<file path="src/rtl/checkpoint_recovery_ctrl_pkg.sv">
// Shared types and constants for the checkpoint recovery sequencer.
// Checkpoint line layout from LSB: free-list head, active-list tail, busy bits, rename map.
package checkpoint_recovery_ctrl_pkg;

    localparam int unsigned NUM_PR    = 64;
    localparam int unsigned AL_SIZE   = 64;
    localparam int unsigned NUM_CKPT  = 8;
    localparam int unsigned NUM_BR    = 2;
    localparam int unsigned PRW       = $clog2(NUM_PR);
    localparam int unsigned ALW       = $clog2(AL_SIZE);
    localparam int unsigned CKW       = $clog2(NUM_CKPT);
    localparam int unsigned BRW       = (NUM_BR > 1) ? $clog2(NUM_BR) : 1;
    localparam int unsigned LINE_SIZE = PRW + ALW + NUM_PR + 32 * PRW;

    typedef enum logic [1:0] {IDLE, RECALL, RESTORE, FLUSH} recov_state_e;

    // First member lands in the MSBs, so the rename map comes first.
    typedef struct packed {
        logic [31:0][PRW-1:0] rmt;
        logic [NUM_PR-1:0]    bbt;
        logic [ALW-1:0]       al;
        logic [PRW-1:0]       fl;
    } ckpt_line_t;

    // Distance behind the allocation pointer; larger means older.
    function automatic logic [CKW-1:0] ckpt_age(logic [CKW-1:0] base, logic [CKW-1:0] id);
        logic [CKW-1:0] a;
        a = base - id - CKW'(1);
        return a;
    endfunction

endpackage

</file>
<file path="src/rtl/checkpoint_recovery_ctrl_age_select.sv">
// Combinational picker: oldest requesting branch relative to an age base.
module ckpt_age_select
    import checkpoint_recovery_ctrl_pkg::*;
(
    input  logic [CKW-1:0]        base,
    input  logic [NUM_BR-1:0]     req,
    input  logic [NUM_BR*CKW-1:0] ids,
    output logic                  sel_valid,
    output logic [BRW-1:0]        sel_idx,
    output logic [CKW-1:0]        sel_id,
    output logic [CKW-1:0]        sel_age
);

    always_comb begin
        sel_valid = 1'b0;
        sel_idx   = '0;
        sel_id    = '0;
        sel_age   = '0;
        // Strict compare keeps the lower index on an age tie.
        for (int i = 0; i < NUM_BR; i++) begin
            if (req[i] && (!sel_valid || ckpt_age(base, ids[i*CKW +: CKW]) > sel_age)) begin
                sel_valid = 1'b1;
                sel_idx   = BRW'(i);
                sel_id    = ids[i*CKW +: CKW];
                sel_age   = ckpt_age(base, ids[i*CKW +: CKW]);
            end
        end
    end

endmodule

</file>
<file path="src/rtl/checkpoint_recovery_ctrl.sv">
// Mispredict recovery sequencer: recall checkpoint, pulse restore, redirect, hold flush.
// Optional RECOVERY_STATS_EN adds saturating recovery / stall-cycle counters.
module checkpoint_recovery_ctrl
    import checkpoint_recovery_ctrl_pkg::*;
#(
    parameter int unsigned FLUSH_CYC = 2
) (
    input  logic                  clk,
    input  logic                  reset,
    input  logic [NUM_BR-1:0]     br_valid,
    input  logic [NUM_BR-1:0]     br_mispredict,
    input  logic [NUM_BR*CKW-1:0] br_cp_id,
    input  logic [NUM_BR*32-1:0]  br_target,
    input  logic [CKW-1:0]        cp_front,
    input  logic [LINE_SIZE-1:0]  recalled_data,
    output logic [NUM_BR-1:0]     validate,
    output logic [NUM_BR*CKW-1:0] validated_id,
    output logic                  recall_ckpt,
    output logic [CKW-1:0]        recall_id,
    output logic                  restore_valid,
    output logic [32*PRW-1:0]     rmt_restore,
    output logic [PRW-1:0]        fl_front_rst,
    output logic [ALW-1:0]        al_front_rst,
    output logic [NUM_PR-1:0]     bbt_rst,
    output logic                  redirect_valid,
    output logic [31:0]           redirect_pc,
    output logic                  flush,
    output logic                  recovery_stall
`ifdef RECOVERY_STATS_EN
    ,
    output logic [31:0]           stat_recoveries,
    output logic [31:0]           stat_stall_cyc
`endif
);

    localparam int unsigned FCW = (FLUSH_CYC > 1) ? $clog2(FLUSH_CYC) : 1;

    recov_state_e   state_q, state_d;
    logic [CKW-1:0] tgt_id_q, tgt_id_d;
    logic [31:0]    tgt_pc_q, tgt_pc_d;
    logic [CKW-1:0] base_q, base_d;
    ckpt_line_t     line_q, line_d;
    logic [31:0]    redirect_pc_q, redirect_pc_d;
    logic [FCW-1:0] cnt_q, cnt_d;

    logic              busy;
    logic [CKW-1:0]    age_base;
    logic [CKW-1:0]    tgt_age;
    logic [NUM_BR-1:0] squashed;
    logic              sel_valid;
    logic [BRW-1:0]    sel_idx;
    logic [CKW-1:0]    sel_id;
    logic [CKW-1:0]    sel_age;
    logic [31:0]       sel_pc;
    logic              take;

    assign busy     = (state_q != IDLE);
    assign age_base = busy ? base_q : cp_front;
    assign tgt_age  = ckpt_age(age_base, tgt_id_q);

    always_comb begin
        squashed = '0;
        for (int i = 0; i < NUM_BR; i++) begin
            squashed[i] = busy && (ckpt_age(age_base, br_cp_id[i*CKW +: CKW]) < tgt_age);
        end
    end

    ckpt_age_select u_sel (
        .base      (age_base),
        .req       (br_valid & br_mispredict & ~squashed),
        .ids       (br_cp_id),
        .sel_valid (sel_valid),
        .sel_idx   (sel_idx),
        .sel_id    (sel_id),
        .sel_age   (sel_age)
    );

    assign sel_pc = br_target[int'(sel_idx)*32 +: 32];
    // While busy only a strictly older mispredict preempts the pending target.
    assign take   = !reset && sel_valid && (!busy || sel_age > tgt_age);

    assign validate       = br_valid & ~br_mispredict & ~squashed & {NUM_BR{~reset}};
    assign validated_id   = br_cp_id;
    assign recovery_stall = !reset && (busy || take);
    assign recall_id      = tgt_id_q;
    assign rmt_restore    = line_q.rmt;
    assign fl_front_rst   = line_q.fl;
    assign al_front_rst   = line_q.al;
    assign bbt_rst        = line_q.bbt;
    assign redirect_pc    = redirect_pc_q;

    always_comb begin
        state_d        = state_q;
        tgt_id_d       = tgt_id_q;
        tgt_pc_d       = tgt_pc_q;
        base_d         = base_q;
        line_d         = line_q;
        redirect_pc_d  = redirect_pc_q;
        cnt_d          = cnt_q;
        recall_ckpt    = 1'b0;
        restore_valid  = 1'b0;
        redirect_valid = 1'b0;
        flush          = 1'b0;
        unique case (state_q)
            IDLE: begin
                if (take) begin
                    tgt_id_d = sel_id;
                    tgt_pc_d = sel_pc;
                    base_d   = cp_front;
                    state_d  = RECALL;
                end
            end
            RECALL: begin
                recall_ckpt = 1'b1;
                if (!take) begin
                    line_d        = ckpt_line_t'(recalled_data);
                    redirect_pc_d = tgt_pc_q;
                    state_d       = RESTORE;
                end
            end
            RESTORE: begin
                flush          = 1'b1;
                restore_valid  = !take;
                redirect_valid = !take;
                state_d        = FLUSH;
                cnt_d          = FCW'(FLUSH_CYC - 1);
            end
            FLUSH: begin
                flush = 1'b1;
                if (cnt_q == '0) begin
                    state_d = IDLE;
                end else begin
                    cnt_d = cnt_q - 1'b1;
                end
            end
            default: state_d = IDLE;
        endcase
        if (busy && take) begin
            tgt_id_d = sel_id;
            tgt_pc_d = sel_pc;
            state_d  = RECALL;
        end
        if (reset) begin
            recall_ckpt    = 1'b0;
            restore_valid  = 1'b0;
            redirect_valid = 1'b0;
            flush          = 1'b0;
        end
    end

    always_ff @(posedge clk) begin
        if (reset) begin
            state_q       <= IDLE;
            tgt_id_q      <= '0;
            tgt_pc_q      <= '0;
            base_q        <= '0;
            line_q        <= '0;
            redirect_pc_q <= '0;
            cnt_q         <= '0;
        end else begin
            state_q       <= state_d;
            tgt_id_q      <= tgt_id_d;
            tgt_pc_q      <= tgt_pc_d;
            base_q        <= base_d;
            line_q        <= line_d;
            redirect_pc_q <= redirect_pc_d;
            cnt_q         <= cnt_d;
        end
    end

`ifdef RECOVERY_STATS_EN
    logic [31:0] stat_rec_q, stat_stall_q;

    always_ff @(posedge clk) begin
        if (reset) begin
            stat_rec_q   <= '0;
            stat_stall_q <= '0;
        end else begin
            if (restore_valid && stat_rec_q != '1) stat_rec_q <= stat_rec_q + 32'd1;
            if (recovery_stall && stat_stall_q != '1) stat_stall_q <= stat_stall_q + 32'd1;
        end
    end

    assign stat_recoveries = stat_rec_q;
    assign stat_stall_cyc  = stat_stall_q;
`endif

endmodule

</file>
<file path="config.mk">
export PLATFORM = sky130hd
export DESIGN_NAME = checkpoint_recovery_ctrl
export DESIGN_NICKNAME = d
export VERILOG_FILES = /design/src/rtl/checkpoint_recovery_ctrl_pkg.sv /design/src/rtl/checkpoint_recovery_ctrl_age_select.sv /design/src/rtl/checkpoint_recovery_ctrl.sv
export SDC_FILE = /design/constraint.sdc
export NUM_CORES = 1
export LEC_CHECK = 0
export ABC_AREA = 1
export BUFFER_PORTS_ARGS = -buffer_cell sky130_fd_sc_hd__buf_2
export CORE_AREA = 2 2 259 261
export CTS_CLUSTER_DIAMETER = 40
export DETAILED_ROUTE_END_ITERATION = 10
export DIE_AREA = 0 0 261 263
export HOLD_SLACK_MARGIN = 0.05
export SLEW_MARGIN = 10
export SYNTH_ARGS = -nofsm -noshare
export SYNTH_HDL_FRONTEND = slang
export SYNTH_SLANG_ARGS = --single-unit
</file>
<file path="constraint.sdc">
create_clock -name clk -period 6.25 [get_ports clk]
set_clock_uncertainty 0.1 [all_clocks]
set_input_delay 0.3125 -clock clk [delete_from_list [all_inputs] [get_ports clk]]
set_output_delay 0.3125 -clock clk [all_outputs]
set_load 0.05 [all_outputs]
</file>
==> metrics.md <==
| Metric | Value |
|---|---|
| Net switching power | `0.00586 W` |
| Final min period | `5800 ps` |
| Crit Path Max Fanout | `6` |
| Post-Syn Nets | `2,059` |
| Clock slew at reported path FFs | `50 ps` |
| Iter 0 DRT Violations | `966` |
| CP most frequent cell | `nand2_1` |
| Gp weighted congestion | `0.842` |
| Max_cap viols | `0` |
| Row cnt | `94` |
| Post-synthesis sequential area ratio | `53.0%` |
| Synth Flop Type | `dfxtp_1` |
| Sequential Power Share | `around 26%` |
| DR vias/cell | `approximately 4.2` |
| Synth Register Bits | `341` |
| Number of flops mapped to enable cells by yosys | `0` |
| Cell taking the most area after synthesis | `dfxtp_1` |
| Yosys top cell area share | `53.0%` |
| Met1 Usage GRT | `16.3%` |
| PortBufs | `662` |
| Syn Area/Cell | `7.61 um2` |
| Int Pwr | `0.00693 W` |
| Synth Warn # | `0` |
| TritonCTS clock tree | `built` |
| Period utilization | `92.7%` |
| Pin slew with the least headroom to its limit | `778 ps` |
| Core ar. | `65,600 um2` |
| Status | `finished clean` |
| Final Instance Area | `~23,000 um2` |
| Max Clock Freq | `roughly 0.17 GHz` |
| Tot GR Track Use | `14.5%` |
| Cell with the most instances after synthesis | `nor2_1` |
| Wire per inst | `approximately 15 um` |
| Worst VDD drop | `around 0.28 mV` |
| Share of cells above drive strength 1 | `30.1%` |
| Mapped Area | `12,900 um2` |
| Data arrival, critical path | `5380 ps` |
| Top-level I/O count | `663` |
| Setup TNS | `0 ps` |
| Worst-skew pair later-pin latency | `590 ps` |
| Fin worst setup slack | `453 ps` |
| N_diodes | `0` |
| Post-CTS Setup Bufs | `0` |
| Sequential Area | `6830 um2` |
| Clock network fraction of total power | `29.1%` |
| Largest net degree at the start of global routing | `181` |
| H-tree depth | `3` |
| Post-DP Area | `17,000 um2` |
| Lkg Pwr | `10.6 nW` |
| # setup viols final | `0` |
| Gate count after technology mapping | `1,694` |
| HPWL Detailed | `34,400 um` |
| Vias | `~15,000` |
| DRT Pass-1 Iters | `5` |
| Root Buffer Master | `clkbuf_16` |
| Final count of pins violating max slew | `0` |
| Hold Path Class | `in -> reg` |
| Crit path largest cell delay | `440 ps` |
| Die area | `68,600 um2` |
| Post-synth cell types | `27` |
| Residual DRC | `0` |
| PD cells | `562 nW/um2` |
| Slowest stage cell, crit path | `fa_1` |
| Critical path type | `reg -> out` |
| Area grow syn2layout | `76.6%` |
| Hold path depth | `3` |
| Routed Antenna Nets | `0` |
| CP Capture Type | `output pin` |
| Fillers | `6,684` |
| Synth area leaders | `dfxtp_1 (53%), nor2_1 (17%), o21ai_0 (9.0%)` |
| Relative slew margins | `48.1%` |
| Global-route wire length before repair | `79,400 um` |
| Asr flop ratio synth | `0%` |
| Gr ovfl total | `0` |
| DRT Wirelength | `52,400 um` |
| Register-to-Register Path Depth | `31` |
| Synth top cells by count | `nor2_1 (571), dfxtp_1 (341), o21ai_0 (232)` |
| GR peak layer | `met2` |
| Area taken by multi-input logic gates | `5190 um2` |
| CTS buffer count | `66` |
| Grt met3 use | `4.37%` |
| Final hold vios | `0` |
| Initial Utilization | `about a fifth` |
| Met2 usage | `24.7%` |
| Vias in the first global route | `14,755` |
| Die X | `261 um` |
| Pre-CTS setup slack | `116 ps` |
| Switching share of total power | `45.8%` |
| Clock Sinks | `341` |
| Layout Nets | `3,032` |
| Die height | `263 um` |
| Clk buf depth | `3` |
| Power share of the combinational group | `45.3%` |
| CP Launch Type | `flip-flop` |
| RSZ-0062 raised after global routing | `no` |
| Antenna violations before repair | `0` |
| CP Data Required Time | `5840 ps` |
| R2r setup slk | `~500 ps` |
placed cells by master, fill, tap and decap left out, types with 8 or more instances in the layout:
cell	instances
buf_2	660
buf_4	20
nand3_1	38
clkbuf_16	68
buf_12	11
o21ai_1	113
nor2_1	570
ha_1	14
inv_6	8
inv_1	54
bufinv_16	9
o21ai_0	229
a21oi_1	39
clkbuf_1	9
dfxtp_1	341
dlygate4sd3_1	337
nand2_1	137
worst paths after layout:
kind | from | endpoint
max | state_q[0] | restore_valid
min | recalled_data[160] | rmt_restore[84]
min reg2reg | tgt_pc_q[28] | redirect_pc[28]
max reg2reg | state_q[0] | tgt_pc_q[30]
registers in the layout, indices dropped and copies added, names as in the netlist:
name,count
tgt_pc_q,32
al_front_rst,6
state_q,2
cnt_q,1
redirect_pc,32
recall_id,3
bbt_rst,64
fl_front_rst,6
base_q,3
rmt_restore,192
cell type report:
type / instances / share of cell area (%)
clock buffer: 84 / 8.05
multi-input combinational: 1167 / 22.8
timing repair buffer: 1030 / 31.1
tap: 864 / 4.75
sequential: 341 / 30.0
inverter: 61 / 1.10
clock inverter: 36 / 2.25
through the flow:
step	power, W	utilization (%)	hold WS (ps)	cells
after floorplan	0.00745	-	325	1694
after global placement	0.00884	25.9	333	3126
after detailed placement	0.00887	25.9	344	3126
after CTS	0.0129	34.6	55.2	3583
after global routing	0.0136	34.7	86.5	3583
final	0.0128	34.7	95.4	3583
power by group through the flow:
stage                     clock network, W  logic, W  registers (W)
final                              0.00372   0.00580        0.00327
after global routing               0.00392   0.00628        0.00336
after CTS                          0.00383   0.00578        0.00326
after detailed placement                 0   0.00557        0.00330
after global placement                   0   0.00556        0.00328
after floorplan                          0   0.00202        0.00543
critical path, delay by kind of cell (launching register included):
family	cells	cell delay (ps)
fa+ha+maj	6	1780
compound gates	8	1150
simple gates	11	1010
buf+inv	5	510
flops	1	370
logic make-up after synthesis:
kind of cell	share of synthesized area [%]
AND/OR/NAND/NOR	22.7
AO/OA/AOI/OAI	15.4
flip-flops	53.0
buffers and inverters	6.95
adder cells (fa/ha/maj)	1.92
routing by layer:
layer | vias up | wire, um
met3 | 159 | 4370
met4 | 0 | 2400
li1 | 7409 | -
met5 | - | 0
met1 | 6736 | 21000
met2 | 629 | 24700
what timing repair did:
| action | CTS | global route |
|---|---|---|
| hold buffers | 337 | 0 |
| resized for setup | 2 | 16 |
| pin swaps | 0 | 1 |
| hold endpoints to repair | 304 | 0 |
| endpoints found under the setup margin | 2 | 186 |
No activity file was read; power rests on OpenSTA's default activity.
